### config.mk
export PLATFORM = sky130hd
export DESIGN_NAME = writeback_unit
export DESIGN_NICKNAME = d
export VERILOG_FILES = /design/src/rtl/rv32_pkg.sv /design/src/rtl/load_extend.sv /design/src/rtl/writeback_unit.sv
export SDC_FILE = /design/constraint.sdc
export NUM_CORES = 1
export LEC_CHECK = 0
export CAP_MARGIN = 20
export CELL_PAD_IN_SITES_DETAIL_PLACEMENT = 1
export CELL_PAD_IN_SITES_GLOBAL_PLACEMENT = 2
export CORE_UTILIZATION = 31
export DETAILED_ROUTE_END_ITERATION = 10
export GPL_ROUTABILITY_DRIVEN = 0
export MAX_ROUTING_LAYER = met4
export PLACE_DENSITY = 0.85
export SLEW_MARGIN = 20
export SYNTH_ARGS = -nofsm -noshare
export SYNTH_HDL_FRONTEND = slang
export SYNTH_SLANG_ARGS = --single-unit
### constraint.sdc
create_clock -name clk -period 3.8 [get_ports clk]
set_input_delay 0.57 -clock clk [delete_from_list [all_inputs] [get_ports clk]]
set_output_delay 0.57 -clock clk [all_outputs]
set_load 0.03 [all_outputs]
### src/rtl/rv32_pkg.sv
// rv32_pkg: shared widths, load funct3 codes and writeback FSM states
package rv32_pkg;
  localparam int XLEN = 32;
  localparam int NREG = 32;
  localparam int REG_IDX_W = $clog2(NREG);
  localparam int CNT_W = 64;
  localparam logic [2:0] F3_LB  = 3'b000;
  localparam logic [2:0] F3_LH  = 3'b001;
  localparam logic [2:0] F3_LW  = 3'b010;
  localparam logic [2:0] F3_LBU = 3'b100;
  localparam logic [2:0] F3_LHU = 3'b101;
  typedef enum logic {WB_EMPTY, WB_HELD} wb_state_e;
endpackage

### src/rtl/load_extend.sv
// load_extend: picks the byte/half/word out of an aligned load word and sign/zero extends it
module load_extend
  import rv32_pkg::*;
(
  input  logic [XLEN-1:0] rdata,
  input  logic [2:0]      funct3,
  input  logic [1:0]      addr_lo,
  output logic [XLEN-1:0] result
);
  logic [7:0]  b;
  logic [15:0] h;
  assign b = rdata[{addr_lo, 3'b000} +: 8];
  assign h = rdata[{addr_lo[1], 4'b0000} +: 16];
  // extension by funct3; unknown codes produce zero but the write still happens upstream
  always_comb
    result = (funct3 == F3_LB)  ? {{(XLEN-8){b[7]}}, b} :
             (funct3 == F3_LBU) ? {{(XLEN-8){1'b0}}, b} :
             (funct3 == F3_LH)  ? {{(XLEN-16){h[15]}}, h} :
             (funct3 == F3_LHU) ? {{(XLEN-16){1'b0}}, h} :
             (funct3 == F3_LW)  ? rdata : '0;
endmodule

### src/rtl/writeback_unit.sv
// writeback_unit: merges ALU results and load responses onto the register file write port.
// Optional retire counter enabled by defining WB_RETIRE_CNT_EN.
module writeback_unit
  import rv32_pkg::*;
(
  input  logic                 clk,
  input  logic                 rst,
  input  logic                 alu_valid,
  output logic                 alu_ready,
  input  logic                 alu_we,
  input  logic [REG_IDX_W-1:0] alu_rd,
  input  logic [XLEN-1:0]      alu_data,
  input  logic                 ld_issue,
  input  logic [REG_IDX_W-1:0] ld_issue_rd,
  input  logic                 mem_rvalid,
  input  logic [REG_IDX_W-1:0] mem_rd,
  input  logic [XLEN-1:0]      mem_rdata,
  input  logic [2:0]           mem_funct3,
  input  logic [1:0]           mem_addr_lo,
  input  logic [REG_IDX_W-1:0] rs1_q,
  input  logic [REG_IDX_W-1:0] rs2_q,
  output logic                 hazard_stall,
  output logic                 reg_write,
  output logic [REG_IDX_W-1:0] rd,
  output logic [XLEN-1:0]      rd_data
`ifdef WB_RETIRE_CNT_EN
  ,
  output logic [CNT_W-1:0]     retire_count
`endif
);
  wb_state_e state, state_nx;
  logic                 held_we;
  logic [REG_IDX_W-1:0] held_rd;
  logic [XLEN-1:0]      held_data;
  logic [XLEN-1:0]      ld_data;
  logic [NREG-1:0]      busy, busy_nx;
  logic                 alu_fire, held, out_valid, sel_we;
  logic [REG_IDX_W-1:0] sel_rd;
  logic [XLEN-1:0]      sel_data;
  load_extend u_ext (
    .rdata   (mem_rdata),
    .funct3  (mem_funct3),
    .addr_lo (mem_addr_lo),
    .result  (ld_data)
  );
  assign held = (state == WB_HELD);
  assign alu_fire = alu_valid && alu_ready;
  // pending buffer state register
  always_ff @(posedge clk or posedge rst)
    if (rst) state <= WB_EMPTY;
    else state <= state_nx;
  // load collisions park the ALU result; a held entry drains on the first load-free cycle
  always_comb
    state_nx = held ? (mem_rvalid ? WB_HELD : WB_EMPTY) :
               ((alu_fire && mem_rvalid) ? WB_HELD : WB_EMPTY);
  // the ALU is only accepted while the buffer is free
  always_comb
    alu_ready = (state == WB_EMPTY);
  // capture the ALU result displaced by a load response
  always_ff @(posedge clk or posedge rst)
    if (rst) begin
      held_we   <= 1'b0;
      held_rd   <= '0;
      held_data <= '0;
    end else if (alu_fire && mem_rvalid) begin
      held_we   <= alu_we;
      held_rd   <= alu_rd;
      held_data <= alu_data;
    end
  // source select: load response first, then held ALU result, then live ALU input
  always_comb begin
    out_valid = mem_rvalid | held | alu_fire;
    sel_rd    = mem_rvalid ? mem_rd : held ? held_rd : alu_rd;
    sel_data  = mem_rvalid ? ld_data : held ? held_data : alu_data;
    sel_we    = (mem_rvalid | (held ? held_we : (alu_fire & alu_we))) & (sel_rd != '0);
  end
  // registered write port; suppressed writes present zero index and data
  always_ff @(posedge clk or posedge rst)
    if (rst) begin
      reg_write <= 1'b0;
      rd        <= '0;
      rd_data   <= '0;
    end else begin
      reg_write <= sel_we;
      rd        <= sel_we ? sel_rd : '0;
      rd_data   <= sel_we ? sel_data : '0;
    end
  // scoreboard update: issue sets after response clears so a same-cycle pair stays busy
  always_comb begin
    busy_nx = busy;
    if (mem_rvalid) busy_nx[mem_rd] = 1'b0;
    if (ld_issue) busy_nx[ld_issue_rd] = 1'b1;
    busy_nx[0] = 1'b0;
  end
  // scoreboard register
  always_ff @(posedge clk or posedge rst)
    if (rst) busy <= '0;
    else busy <= busy_nx;
  assign hazard_stall = busy[rs1_q] | busy[rs2_q];
`ifdef WB_RETIRE_CNT_EN
  // one count per output retire cycle, writes or not
  always_ff @(posedge clk or posedge rst)
    if (rst) retire_count <= '0;
    else if (out_valid) retire_count <= retire_count + 1'b1;
`else
  logic unused_ok;
  assign unused_ok = out_valid;
`endif
endmodule

Word level (Yosys, flattened, before mapping)
Cells that the tools add are included.

word-level totals
  input port bits = 100
  register bits = 108
  logic and storage cells = 59

cells by class
  reduce and logical (&&, ||, !) cells = 6
  shift operators = 2
  muxes and demuxes = 25
  bitwise operators = 8
  eq/ne operators = 4
  magnitude comparators = 6

operators with widths
  operator                                                                              number
  32-bit two-way mux                                                                    10
  32-bit bitwise AND                                                                    1
  32-bit inverter                                                                       1
  32-bit bitwise OR                                                                     1
  32-bit by 6-bit indexed part select with 16-bit output                                1
  32-bit by 6-bit indexed part select with 8-bit output                                 1
  5-bit by 6-bit < comparator with 1-bit output (second input constant)                 4
  5-bit two-way mux                                                                     3
  1-bit binary-select mux with 5-bit select                                             2
  1-bit demux with 5-bit select                                                         2
  5-bit by 1-bit greater-or-equal comparator with 1-bit output (second input constant)  2
  1-bit two-way mux                                                                     8
  3-bit == test (second input constant)                                                 2
  5-bit nonzero test                                                                    1
  1-bit logical AND                                                                     4
  3-bit by 1-bit == test with 1-bit output (second input constant)                      1
  3-bit by 2-bit == test with 1-bit output (second input constant)                      1
  3-bit zero test                                                                       1
  1-bit bitwise AND                                                                     2
  1-bit bitwise OR                                                                      2
  1-bit inverter                                                                        1

Depth between registers and ports, before layout
  depth after elaboration = 9
  depth in mapped cells = 7
  depth with buffers taken out = 5

Cells and area by module
A second synthesis with hierarchy kept.

unflattened totals
  cells, all modules = 563
  area, all modules = 6,007.0 sq um

modules (own cells, without submodules)
  module          seq. area each (sq um)  area each (sq um)  cells an instance  instances
  writeback_unit  2,702.6                 5,215.0            462                1
  load_extend     0.0                     792.0              101                1

Worst setup path before layout
OpenSTA, ideal clock, no wires.

  path kind = input -> output
  from = input port rs2_q[0]
  to = output port hazard_stall
  arrival = 1,969 ps
  required time = 3,230 ps
  path buffers = 1
  slack = 1,261 ps
  cell stages on the path = 5
  cell sequence = buf_2 > mux4_2 > mux2_2 > a31oi_1 > o211ai_1

between the ends
  longest elaborated chain between the ends = 3

ends and longest elaborated chain
  item                                       line                  text
  start: declaration                         writeback_unit.sv:21  input logic [REG_IDX_W-1:0] rs2_q,
  1-bit binary-select mux with 5-bit select  writeback_unit.sv:99  assign hazard_stall = busy[rs1_q] | busy[rs2_q];
  1-bit two-way mux (implied by the code)    writeback_unit.sv:99
  1-bit bitwise OR                           writeback_unit.sv:99
  end: declaration                           writeback_unit.sv:22  output logic hazard_stall,

Every way passes these cells. The select of a mux whose other input is x is not followed.

Final worst setup path
Ends and elaborated chain as after synthesis.

==> run metrics <==
max cap viols=0; H-tree Lvls=3; Worst IR Drop VDD=0.228 mV; worst hold path type=reg2reg; n_diodes=0; Max-Slew Margin vs Limit=42.5%; Synth Register Bits=108; Max Fclk=277 MHz; Worst Skew=8.06 ps; RSZ-0062 raised after global routing=false; fill cell count=1976; PD cells=437 nW/µm²; leakage=3.12 nW; total die area=19400 µm²; layout cells sized above 1=15.5%; cell area after layout=7750 µm²; final setup TNS=0 ps; Fin. Hold Viols=0; GRT Total Usage=20.8%; CP Max Fanout=9; vias in the first global route=5425; status=finished with violations; R2R Path Start=held; failing checks=design-rule violations; area occupied by multi-input gates=2930 µm²; synth top area cells=dfrtp_1, mux2_2, mux2i_1; Vias/cell=5.34; fin crit period=3610 ps; area share of the largest cell type after synthesis=46.3%; PnR worst setup slack=194 ps; FFs w/ async S/R, synth=100%; Crit Path Category=in2out; syn nets=655; DP Worst Slack=89.4 ps; number of top-level pins=140; TritonCTS Buffers=9; Post-synth EDFFs=0; Most used DFF post-synth=dfrtp_1; WHS Endpoint=held_rd[0]; Worst setup EP type=primary output; Wirelength per Cell=20.3 µm; total congestion overflow=0; Synth warnings=0; die span in x=139 µm; reg-to-reg slack, setup=1200 ps; Final HPWL DP=13.7 mm; CTS max path bufs=2; Post-CTS Hold Buffers=0; Area growth, synth to finish=32.8%; crit start category=primary input; DR vias=4870; CTS root buffer=clkbuf_16; biggest area consumer among synthesized cells=dfrtp_1; largest net degree at the start of global routing=54; Mean Syn Cell Area=10.5 µm²; Worst-Skew Late Latency=360 ps; Core Box Area=18200 µm²; Arr. time, crit path=3040 ps; Port Buffer Count=139; Least-Margin Pin Slew=860 ps; Required @ worst endpoint=3230 ps; first-pass GRT wire length=29.8 mm; crit share post-route=94.9%; DP Area=7440 µm²; min-delay src=held_rd[0]; commonest non-fill, non-tap cell in the layout=clkdlybuf4s50_1; drt pass-1 iters=7; count of cell types in the netlist=40; clock sinks=108; Rows=49; Post-CTS Setup Bufs=0; Seq/Total Area, Yosys=46.3%; Worst R2R Path Depth=6; most frequent cells in the layout=clkdlybuf4s50_1, dfrtp_1, o21ai_0; reg2reg end=rd_data[15]; 1st-iter DRT viols=240; synthesized area=5830 µm²; clock tree from TritonCTS=done; pins over their slew limit=0; Final ANT Viol Nets=0; die height=139 µm; register area=2700 µm²; WL final=18.5 mm; Final nets=778; drt drc=6; initial core utilization=32.0%; antenna violations before repair=0; clk slew on worst S/H paths=70 ps; synthesized instance count=555; endpoints failing setup=0; Worst Hold Path Cells=1
[worst max path at each step]
stage | startpoint | endpoint | depth (start not counted) | slack [ps]
after detailed placement | rs1_q[0] | hazard_stall | 6 | 90
after CTS | rs1_q[0] | hazard_stall | 6 | 80
after global placement | rs1_q[0] | hazard_stall | 6 | 210
after global routing | rs2_q[0] | hazard_stall | 7 | 40
final | rs2_q[0] | hazard_stall | 7 | 190
after floorplan | rst | busy[10] | 1 | 380
[critical path: stages]
cell and delay, ps:
clkdlybuf4s50_1 760, mux4_2 560, nand2b_1 160, o211ai_1 110, o31a_1 180, o211ai_1 100, clkdlybuf4s50_1 600
[synthesized netlist by cell type, types with 2 or more instances]
cell      count
nand3_1       6
mux2i_1      44
buf_2        14
inv_1         5
nor2_2       10
a21oi_1      31
a21o_1        3
buf_6         4
clkbuf_1     18
nor2b_1      25
mux2_2       44
nor3_1        3
o21ai_0      83
a31oi_1       3
a221oi_1      7
mux4_2       13
nor3b_1       2
nor2_1       55
or3b_2        5
dfrtp_1     108
nand2_1      13
o22ai_1       8
a211oi_1     11
mux2_1        2
or3_1         2
nand2b_1      2
o211ai_1      5
nand3b_1     11
a21boi_0      7
[cell families (layout without fill, tap and decap cells)]
group | count (synthesis) | after routing | synth area share, %
AOI/OAI and AO/OA | 164 | 164 | 16.5
buffers and inverters | 43 | 171 | 3.58
DFF | 108 | 108 | 46.3
and+or+nand+nor | 137 | 137 | 12.1
muxes | 103 | 103 | 21.5
[metal layers]
layer	up-vias	wire, µm	GRT usage [%]
li1	2267	-	-
met1	2436	7910	25.1
met2	143	9270	34.4
met3	24	929	4.07
met4	0	406	7.78
met5	-	0	-
[through the flow]
step                      std cells  hold slack (ps)  util, %  total power, mW
final                           912              506     42.6             3.38
after detailed placement        896              494     40.8             2.42
after global routing            912              517     42.6             3.56
after CTS                       912              510     42.5             3.43
after global placement          895              481     40.7             2.37
after floorplan                 555              474        -             2.02
[final cells by class]
type,instances,share of cell area (%)
clock buffer,10,3.08
clock inverter,6,0.920
inverter,6,0.323
multi-input combinational,404,37.8
sequential,108,34.9
tap,229,3.70
timing repair buffer,149,19.3
[registers in the layout, summed over array words and instances, names as in the netlist]
| signal | flops |
|---|---|
| reg_write | 1 |
| held_we | 1 |
| busy | 31 |
| held_rd | 5 |
| rd_data | 32 |
| held | 1 |
| rd | 5 |
| held_data | 32 |
[where the power goes]
group	internal, mW	switching (mW)	leakage, nW
sequential	1.35	0.134	1.33
clock	0.536	0.451	0.151
combinational	0.451	0.462	1.64
total	2.34	1.05	3.12
[repair_timing]
item | CTS | global route
resized for setup | 0 | 1
endpoints found under the setup margin | 0 | 1
endpoints found under the hold margin | 0 | 0
Power figures use the tool's default switching activity.
